[config.mk]
export PLATFORM = sky130hd
export DESIGN_NAME = seg7_scan_driver
export DESIGN_NICKNAME = d
export VERILOG_FILES = /design/src/rtl/seg7_scan_driver.sv
export SDC_FILE = /design/constraint.sdc
export NUM_CORES = 1
export LEC_CHECK = 0
export ABC_AREA = 1
export CAP_MARGIN = 20
export CORE_UTILIZATION = 53
export CTS_CLUSTER_DIAMETER = 200
export DETAILED_ROUTE_END_ITERATION = 7
export PLACE_DENSITY = 0.78
export SETUP_SLACK_MARGIN = 0.15
export SYNTH_ARGS = -nofsm -noshare
export SYNTH_HDL_FRONTEND = slang
export SYNTH_SLANG_ARGS = --single-unit
[constraint.sdc]
create_clock -name clk -period 2.3 [get_ports clk]
set_clock_uncertainty 0.05 [all_clocks]
set_input_delay 0.46 -clock clk [delete_from_list [all_inputs] [get_ports clk]]
set_output_delay 0.46 -clock clk [all_outputs]
set_load 0.02 [all_outputs]
[src/rtl/seg7_scan_driver.sv]
// seg7_scan_driver: latches CPU-written word and scans it as hex onto an 8-digit two-bank 7-seg display
//   clk, reset (sync, active-high), wr_en/wr_data (write latch), disp_en (0 blanks outputs)
//   seg (left bank, bits [31:16]), seg1 (right bank, bits [15:0]), an (two-hot anodes),
//   frame_done (one-cycle pulse after each full 4-position scan)
//   Optional macro SEG7_LEAD_ZERO_BLANK_EN blanks leading zero digits per bank.
module seg7_scan_driver #(
    parameter int SCAN_DIV = 100000,
    parameter int CNT_W    = 20
) (
    input  logic        clk,
    input  logic        reset,
    input  logic        wr_en,
    input  logic [31:0] wr_data,
    input  logic        disp_en,
    output logic [7:0]  seg,
    output logic [7:0]  seg1,
    output logic [7:0]  an,
    output logic        frame_done
);
    logic [31:0]      disp_q;
    logic [CNT_W-1:0] cnt;
    logic [1:0]       idx;
    logic             tc;
    logic [3:0]       nib_l, nib_r, onehot;
    logic             blank_l, blank_r;

    function automatic logic [6:0] hex(input logic [3:0] n);
        case (n)
            4'h0: return 7'h3F;
            4'h1: return 7'h06;
            4'h2: return 7'h5B;
            4'h3: return 7'h4F;
            4'h4: return 7'h66;
            4'h5: return 7'h6D;
            4'h6: return 7'h7D;
            4'h7: return 7'h07;
            4'h8: return 7'h7F;
            4'h9: return 7'h6F;
            4'hA: return 7'h77;
            4'hB: return 7'h7C;
            4'hC: return 7'h39;
            4'hD: return 7'h5E;
            4'hE: return 7'h79;
            default: return 7'h71;
        endcase
    endfunction

`ifdef SEG7_LEAD_ZERO_BLANK_EN
    // Position of the highest non-zero nibble; position 0 is always shown
    function automatic logic [1:0] lead(input logic [15:0] b);
        return b[15:12] != 0 ? 2'd3 : b[11:8] != 0 ? 2'd2 : b[7:4] != 0 ? 2'd1 : 2'd0;
    endfunction
    assign blank_l = idx > lead(disp_q[31:16]);
    assign blank_r = idx > lead(disp_q[15:0]);
`else
    assign blank_l = 1'b0;
    assign blank_r = 1'b0;
`endif

    assign tc     = cnt == CNT_W'(SCAN_DIV - 1);
    assign nib_r  = disp_q[{idx, 2'b00} +: 4];
    assign nib_l  = disp_q[{1'b1, idx, 2'b00} +: 4];
    assign onehot = 4'b0001 << idx;

    always_ff @(posedge clk) begin
        if (reset) begin
            disp_q     <= '0;
            cnt        <= '0;
            idx        <= '0;
            seg        <= '0;
            seg1       <= '0;
            an         <= '0;
            frame_done <= 1'b0;
        end else begin
            cnt        <= tc ? '0 : cnt + 1'b1;
            idx        <= tc ? idx + 2'd1 : idx;
            disp_q     <= wr_en ? wr_data : disp_q;
            frame_done <= tc && idx == 2'd3;
            an         <= disp_en ? {onehot, onehot} : 8'h00;
            seg        <= disp_en && !blank_l ? {1'b0, hex(nib_l)} : 8'h00;
            seg1       <= disp_en && !blank_r ? {1'b0, hex(nib_r)} : 8'h00;
        end
    end
endmodule

Yosys cells after proc, flatten, opt, wreduce, memory -nomap -nowiden
Memory sizes are Yosys's and may differ from the RTL's. A register that Yosys moved wholly into a read port is not among the register bits.
Cells that the tools add are included.
- word-level logic and storage cells: 20
- register bits: 65
- input bits: 36
- memories: 2
- memory bits (read-only): 224
- output and inout port bits: 25
- shifts and indexed selects: 3
- bitwise operators: 1
- reductions and logical operators: 3
- add/subtract/negate cells: 2
- equal/unequal tests: 2
- memories (name ; depth ; width ; rd ports ; clocked after Yosys merged registers in ; wr ports ; line ; source):
    (no name shown) ; 16 ; 7 ; 1 ; 1 ; 0 ; 28 ; case (n)
    (no name shown) ; 16 ; 7 ; 1 ; 1 ; 0 ; 28 ;
- operator list (operator ; number):
    $shiftx 32x5->4 ; 1
    $shiftx 32x6->4 ; 1
    $add 20x1->20 const B ; 1
    $eq 20x17->1 const B ; 1
    $reduce_or 2->1 ; 2
    $shl 1x2->4 const A ; 1
    $add 2x1->2 const B ; 1
    $eq 2x2->1 const B ; 1
    $logic_and 1x1->1 ; 1
    $not 1->1 ; 1

Logic depth before layout (Yosys ltp)
Gate-level depths: netlist of run 1.
- depth after elaboration: 2
- gate-level depth with buffers: 14

Worst setup path after synthesis of run 1
Ideal clock, no wire load.
- kind: register to register
- start point: register idx[0]
- end point: register seg1[5]
- arrival time: 1.639 ns
- cell stages (with the launch flop): 14
- slack: 0.547 ns
- data required time: 2.186 ns
- cells stage by stage: dfxtp_1 > buf_6 > inv_2 > buf_6 > buf_6 > nand2_1 > nand3_1 > nand2_1 > inv_2 > ha_1 > nand3b_1 > nand2_1 > a21oi_1 > nor2_1
- word-level cells in the longest chain between the ends: 1
- ends and longest elaborated chain (what ; line ; source):
    from (decl) ; 22 ; logic [1:0] idx;
    from (signal assigned) ; 76 ; idx <= tc ? idx + 2'd1 : idx;
    $shiftx 32x5->4 ; 61 ; assign nib_r = disp_q[{idx, 2'b00} +: 4];
    to (decl) ; 16 ; output logic [7:0] seg1,
Every way passes these cells.
A chain may end at the register's enable or synchronous reset.

Worst setup path after layout of run 1
Same ends and word-level chain as after synthesis.

==> impl_metrics.yaml, run 1 <==
cts:
  clock_path_buffers: 2
  cts_tree: "built"
  clkLatencyLatePin_ns: 0.35
  post_cts_buffers: 0
  cts_buffers: 9
  root_buffer: "clkbuf_8"
  hold_buffers: 0
  cts.repair.resized: 0
  cts_max_level: 3
  cts_num_sinks: 73
  path_clk_slew_ns: 0.08
finish:
  area_growth_pct: 21.0
  layout_commonest_cell: "nor2_1"
  design_area_um2: 4340
  nets: 604
  final_cell_mix: "nor2_1, nand2_1, dfxtp_1"
  postLayoutCoreUtil_pct: 67.3
  fin_cells: 634
  antenna_cells: 0
  final_layout_size_suffix_gt1_share_pct: 10.8
worst_setup_path:
  crit_arrival_ns: 2.14
  cpPeakStageDelay_ns: 0.33
  required_ns: 2.49
  crit_fanout: 20
  cp_cell_sequence: "inv_2 > nand2_1 > nand3_1 > nand2_1 > inv_2 > ha_1 > nand3b_1 > nand2_1 > a21oi_1 > nor2_1"
  cp-end-kind: "register"
  crit_top_cell: "nand2_1"
  critPathTopFamily: "simple AND/OR/NAND/NOR gates"
  worstSetupPathType: "register to register"
  critPathSlowestCell: "dfxtp_1"
  crit_buf_inv: 2
  cp-start-kind: "register"
sta:
  rsz0062_at_grt: "no"
  min_period_ns: 1.95
  drv_slew: 0
  tightest_slew_ns: 0.910
  max_freq_mhz: 512
  whs_ns: 0.401
  relSlewSlack_pct: 39.3
  setup_viol: 0
  tns_ns: 0
  hold_viol_final: 0
  fin_crit_sh_pct: 85.0
power:
  leakagePower_nw: 1.77
  ir_drop_v: 0.000361
  powerDensity_nw_per_um2: 595
drt:
  postRouteWirelength_um: 7630
  drt-met1-wl_um: 3560
  wl_per_cell_um: 12.0
  routed-wl-met3_um: 321
  routed-via-count: 3253
  route.detailed.drc: 8
  top_layer_used: "met4"
  drtAntennaViolNets: 0
  drt_pass1_iterations: 6
  vias_per_cell: 5.13
  wl_met2_um: 3600
  drtIter0Drc: 168
synth:
  yosysWarnings: 0
  ys_ff_latch: 73
  synth_cells: 499
  seq_area_frac_synth_pct: 40.7
  syn-cell-area_um2: 3590
  synth_cell_types: 30
  syn_area_per_cell_um2: 7.19
floorplanning:
  start_util_pct: 55.6
  die_w_um: 84.3
  dieArea_um2: 7110
  coreArea_um2: 6460
  dieHeight_um: 84.3
  num_rows: 29
  io_pins: 61
status:
  status: "finished with violations"
  violations: "design-rule violations"
run:
  drv_cap: 0
global_route:
  grt_overflow: 0
  grt_start_max_net_pins: 33
  grt_usage_pct: 22.9
  grt_pass1_vias: 3040
  antenna_found_initial: 0
  grt_pass1_wl_um: 13200
placement:
  dp.cells: 618
  hpwlAfterDp_um: 5460
  numPortBuffers: 58
  place_area_um2: 4170
  place.gp.congestion: 0.861
worst_hold_path:
  hold_path_class: "register to register"
[path summary, 6_finish.rpt]
path                             start  endpoint  slack [ns]  cells after the start
worst max register to register  idx[0]   seg1[5]        0.35                     10
worst max-delay path            idx[0]   seg1[5]        0.35                     10
worst min-delay path            cnt[0]    cnt[0]        0.40                      1
worst min register to register  cnt[0]    cnt[0]        0.40                      1
[metal layers]
| metal | track usage [%] | up-vias |
|---|---|---|
| met5 | 0 | - |
| met4 | 10.3 | 0 |
| met3 | 3.93 | 12 |
| met2 | 38.4 | 84 |
| met1 | 29.0 | 1468 |
| li1 | - | 1689 |
[worst register-to-register path, delay by kind of cell (launching register included)]
| family | cells | cell delay, ns |
|---|---|---|
| and+or+nand+nor | 6 | 0.70 |
| buffers and inverters | 2 | 0.45 |
| DFF | 1 | 0.33 |
| adders and majority gates | 1 | 0.17 |
| AOI/OAI and AO/OA | 1 | 0.17 |
[report_power, final]
group	total, W	switching (W)	internal (W)
registers	0.00135	0.0000263	0.00132
logic	0.000358	0.000195	0.000162
clock network	0.000877	0.000489	0.000388
[Yosys cell counts]
library cell	count	share of area, %
o21bai_1	1	0.21
nand3_4	3	1.5
nand3b_1	6	1.3
buf_2	2	0.28
ha_1	16	5.6
inv_2	7	0.73
clkbuf_1	10	1.0
nor3_1	5	0.70
o21ai_0	38	5.3
nand2_2	10	1.7
inv_1	23	2.4
conb_1	1	0.10
nor2_2	2	0.35
or2_1	1	0.17
xor2_1	2	0.49
nand3_2	5	1.4
nand2_1	101	11
buf_6	3	0.94
or2_2	3	0.52
dfxtp_1	73	41
xnor2_1	3	0.73
clkbuf_4	1	0.21
a21oi_1	17	2.4
clkinv_1	1	0.10
nand4_1	3	0.52
nand3_1	33	4.6
nand2_4	3	0.94
a21oi_2	4	0.98
buf_4	8	1.7
nor2_1	114	12
[flip-flops by register name, summed over array words and instances (netlist names)]
name	count
an	4
cnt	20
disp_q	32
frame_done	1
idx	2
seg	7
seg1	7
[final cells by class]
| type | count | area [um2] |
|---|---|---|
| fillers | 576 | 2110 |
| clock buffers | 9 | 124 |
| multi-input cells | 372 | 1870 |
| clock inverters | 7 | 46.3 |
| flip-flops and latches | 73 | 1460 |
| repair buffers | 65 | 633 |
| well taps | 77 | 96.3 |
| inverters | 31 | 116 |
[cells by family after synthesis]
group	after synthesis	synth area share, %
xor+xnor	5	1.22
other cells	1	0.104
fa+ha+maj	16	5.58
compound gates	60	8.85
flops	73	40.7
simple gates	289	36.1
buf+inv	55	7.39
[per-stage QoR]
step,setup WS [ns],total power [W]
final,0.346,0.00259
after global routing,0.221,0.00271
after CTS,0.366,0.00260
after detailed placement,0.323,0.00174
after global placement,0.360,0.00172
after floorplan,0.547,0.00159
Power figures use the tool's default switching activity.
==> inputs of run 2 (changes only) <==
Clock period 2.3 ns to 1.8 ns, I/O delays scaled along.
==> impl_metrics.yaml, run 2 (synthesized netlist as in run 1, its figures left out) <==
status:
  status: "finished with violations"
  violations: "design-rule violations"
worst_setup_path:
  required_ns: 1.98
  cp-end-kind: "register"
  crit_buf_inv: 2
  critPathTopFamily: "simple AND/OR/NAND/NOR gates"
  crit_top_cell: "nand3_1"
  critPathSlowestCell: "dfxtp_4"
  crit_fanout: 8
  worstSetupPathType: "register to register"
  crit_arrival_ns: 1.81
  cp-start-kind: "register"
  cpPeakStageDelay_ns: 0.41
  cp_cell_sequence: "buf_12 > nand2_1 > nand3_1 > nand2_2 > buf_4 > ha_1 > nand3b_1 > nand3_1 > a21oi_2"
power:
  leakagePower_nw: 1.96
  powerDensity_nw_per_um2: 758
  ir_drop_v: 0.000646
cts:
  clock_path_buffers: 2
  clkLatencyLatePin_ns: 0.34
  cts_buffers: 9
  cts_tree: "built"
  path_clk_slew_ns: 0.08
  cts_max_level: 3
  root_buffer: "clkbuf_8"
  cts_num_sinks: 73
drt:
  drtAntennaViolNets: 0
  drtIter0Drc: 141
  route.detailed.drc: 4
  vias_per_cell: 5.17
  postRouteWirelength_um: 7800
  routed-via-count: 3351
  drt_pass1_iterations: 6
  wl_per_cell_um: 12.0
floorplanning:
  dieHeight_um: 84.3
  dieArea_um2: 7110
  coreArea_um2: 6460
  num_rows: 29
  start_util_pct: 55.6
  die_w_um: 84.3
  io_pins: 61
finish:
  area_growth_pct: 27.7
  postLayoutCoreUtil_pct: 71.0
  antenna_cells: 0
  largest_reg_flops: 32
  reg_top3: "disp_q x32, cnt x20"
  seq_area_um2: 1470
  fill_cells: 529
  final_layout_size_suffix_gt1_share_pct: 16.3
  layout_commonest_cell: "nor2_1"
  top_register: "disp_q"
  nets: 618
  multi_input_area_um2: 1940
  final_cell_mix: "nor2_1, nand2_1, dfxtp_1"
  fin_cells: 648
sta:
  min_period_ns: 1.63
  drv_slew: 0
  fin_crit_sh_pct: 90.4
  finalWorstSetupSlack_ns: 0.172
  max_freq_mhz: 614
  setup_viol: 0
  tns_ns: 0
  rsz0062_at_grt: "yes"
  hold_viol_final: 0
global_route:
  grt_usage_pct: 22.9
  grt_overflow: 0
  antenna_found_initial: 0
  grt_pass1_vias: 3094
  grt_pass1_wl_um: 13400
  grt_start_max_net_pins: 33
worst_hold_path:
  hold_path_class: "register to register"
run:
  drv_cap: 0
placement:
  hpwlAfterDp_um: 5580
  numPortBuffers: 58
  dp.cells: 623
  place.gp.congestion: 0.862
  place_ws_ns: 0.105
-- run 2: cell count changes in the layout (fill, tap and decap cells not counted), moves of 3 or more --
| cell | previous run | this run |
|---|---|---|
| o21ai_0 | 38 | 35 |
| dlygate4sd2_1 | 0 | 23 |
| ha_1 | 16 | 11 |
| nand2_1 | 101 | 96 |
| ha_2 | 0 | 3 |
| o21ai_1 | 0 | 3 |
| clkdlybuf4s50_1 | 58 | 35 |
| inv_1 | 23 | 19 |
| nand2_2 | 10 | 13 |
| buf_4 | 7 | 17 |
| inv_4 | 0 | 4 |
-- run 2: layout make-up --
type	instances	area share (%)
repair buffers	79	16.5
well taps	77	2.10
inverters	31	2.87
clock inverters	6	1.26
flip-flops and latches	73	32.0
clock buffers	10	3.00
multi-input cells	372	42.3
-- run 2: worst paths after layout --
check	start	end	slack, ns	cells after the start
max reg2reg	idx[0]	seg1[1]	0.17	9
min reg2reg	cnt[0]	cnt[0]	0.40	1
min	cnt[0]	cnt[0]	0.40	1
max	idx[0]	seg1[1]	0.17	9
-- run 2: power by group --
group          total (W)  switching (W)  internal, W
sequential       0.00173      0.0000387      0.00169
clock            0.00127       0.000605     0.000668
combinational   0.000473       0.000259     0.000215
-- run 2: timing repair --
item	in CTS	in global routing
buffers inserted	0	8
gates cloned	0	1
hold buffers	0	0
pin swaps	0	7
gates resized for setup	27	19
endpoints found under the setup margin	28	34
-- run 2: routing by layer --
metal / track usage, % / share of wire, % / vias to the layer above
met5: 0 / 0 / -
met4: 8.31 / 1.5 / 0
met3: 3.74 / 4.8 / 13
met2: 37.8 / 47 / 101
met1: 30.2 / 46 / 1529
li1: - / - / 1708
-- run 2: per-stage QoR --
stage / power, W / instance area (um2) / hold slack, ns
after floorplan: 0.00204 / 3640 / 0.367
after global placement: 0.00222 / 4260 / 0.380
after detailed placement: 0.00223 / 4260 / 0.391
after CTS: 0.00347 / 4440 / 0.405
after global routing: 0.00363 / 4580 / 0.419
final: 0.00348 / 4580 / 0.402
-- run 2: worst reg2reg max path, cell delays in order, from the launching register on --
cell,delay [ns]
dfxtp_4,0.41
buf_12,0.13
nand2_1,0.06
nand3_1,0.10
nand2_2,0.11
buf_4,0.15
ha_1,0.16
nand3b_1,0.19
nand3_1,0.11
a21oi_2,0.05
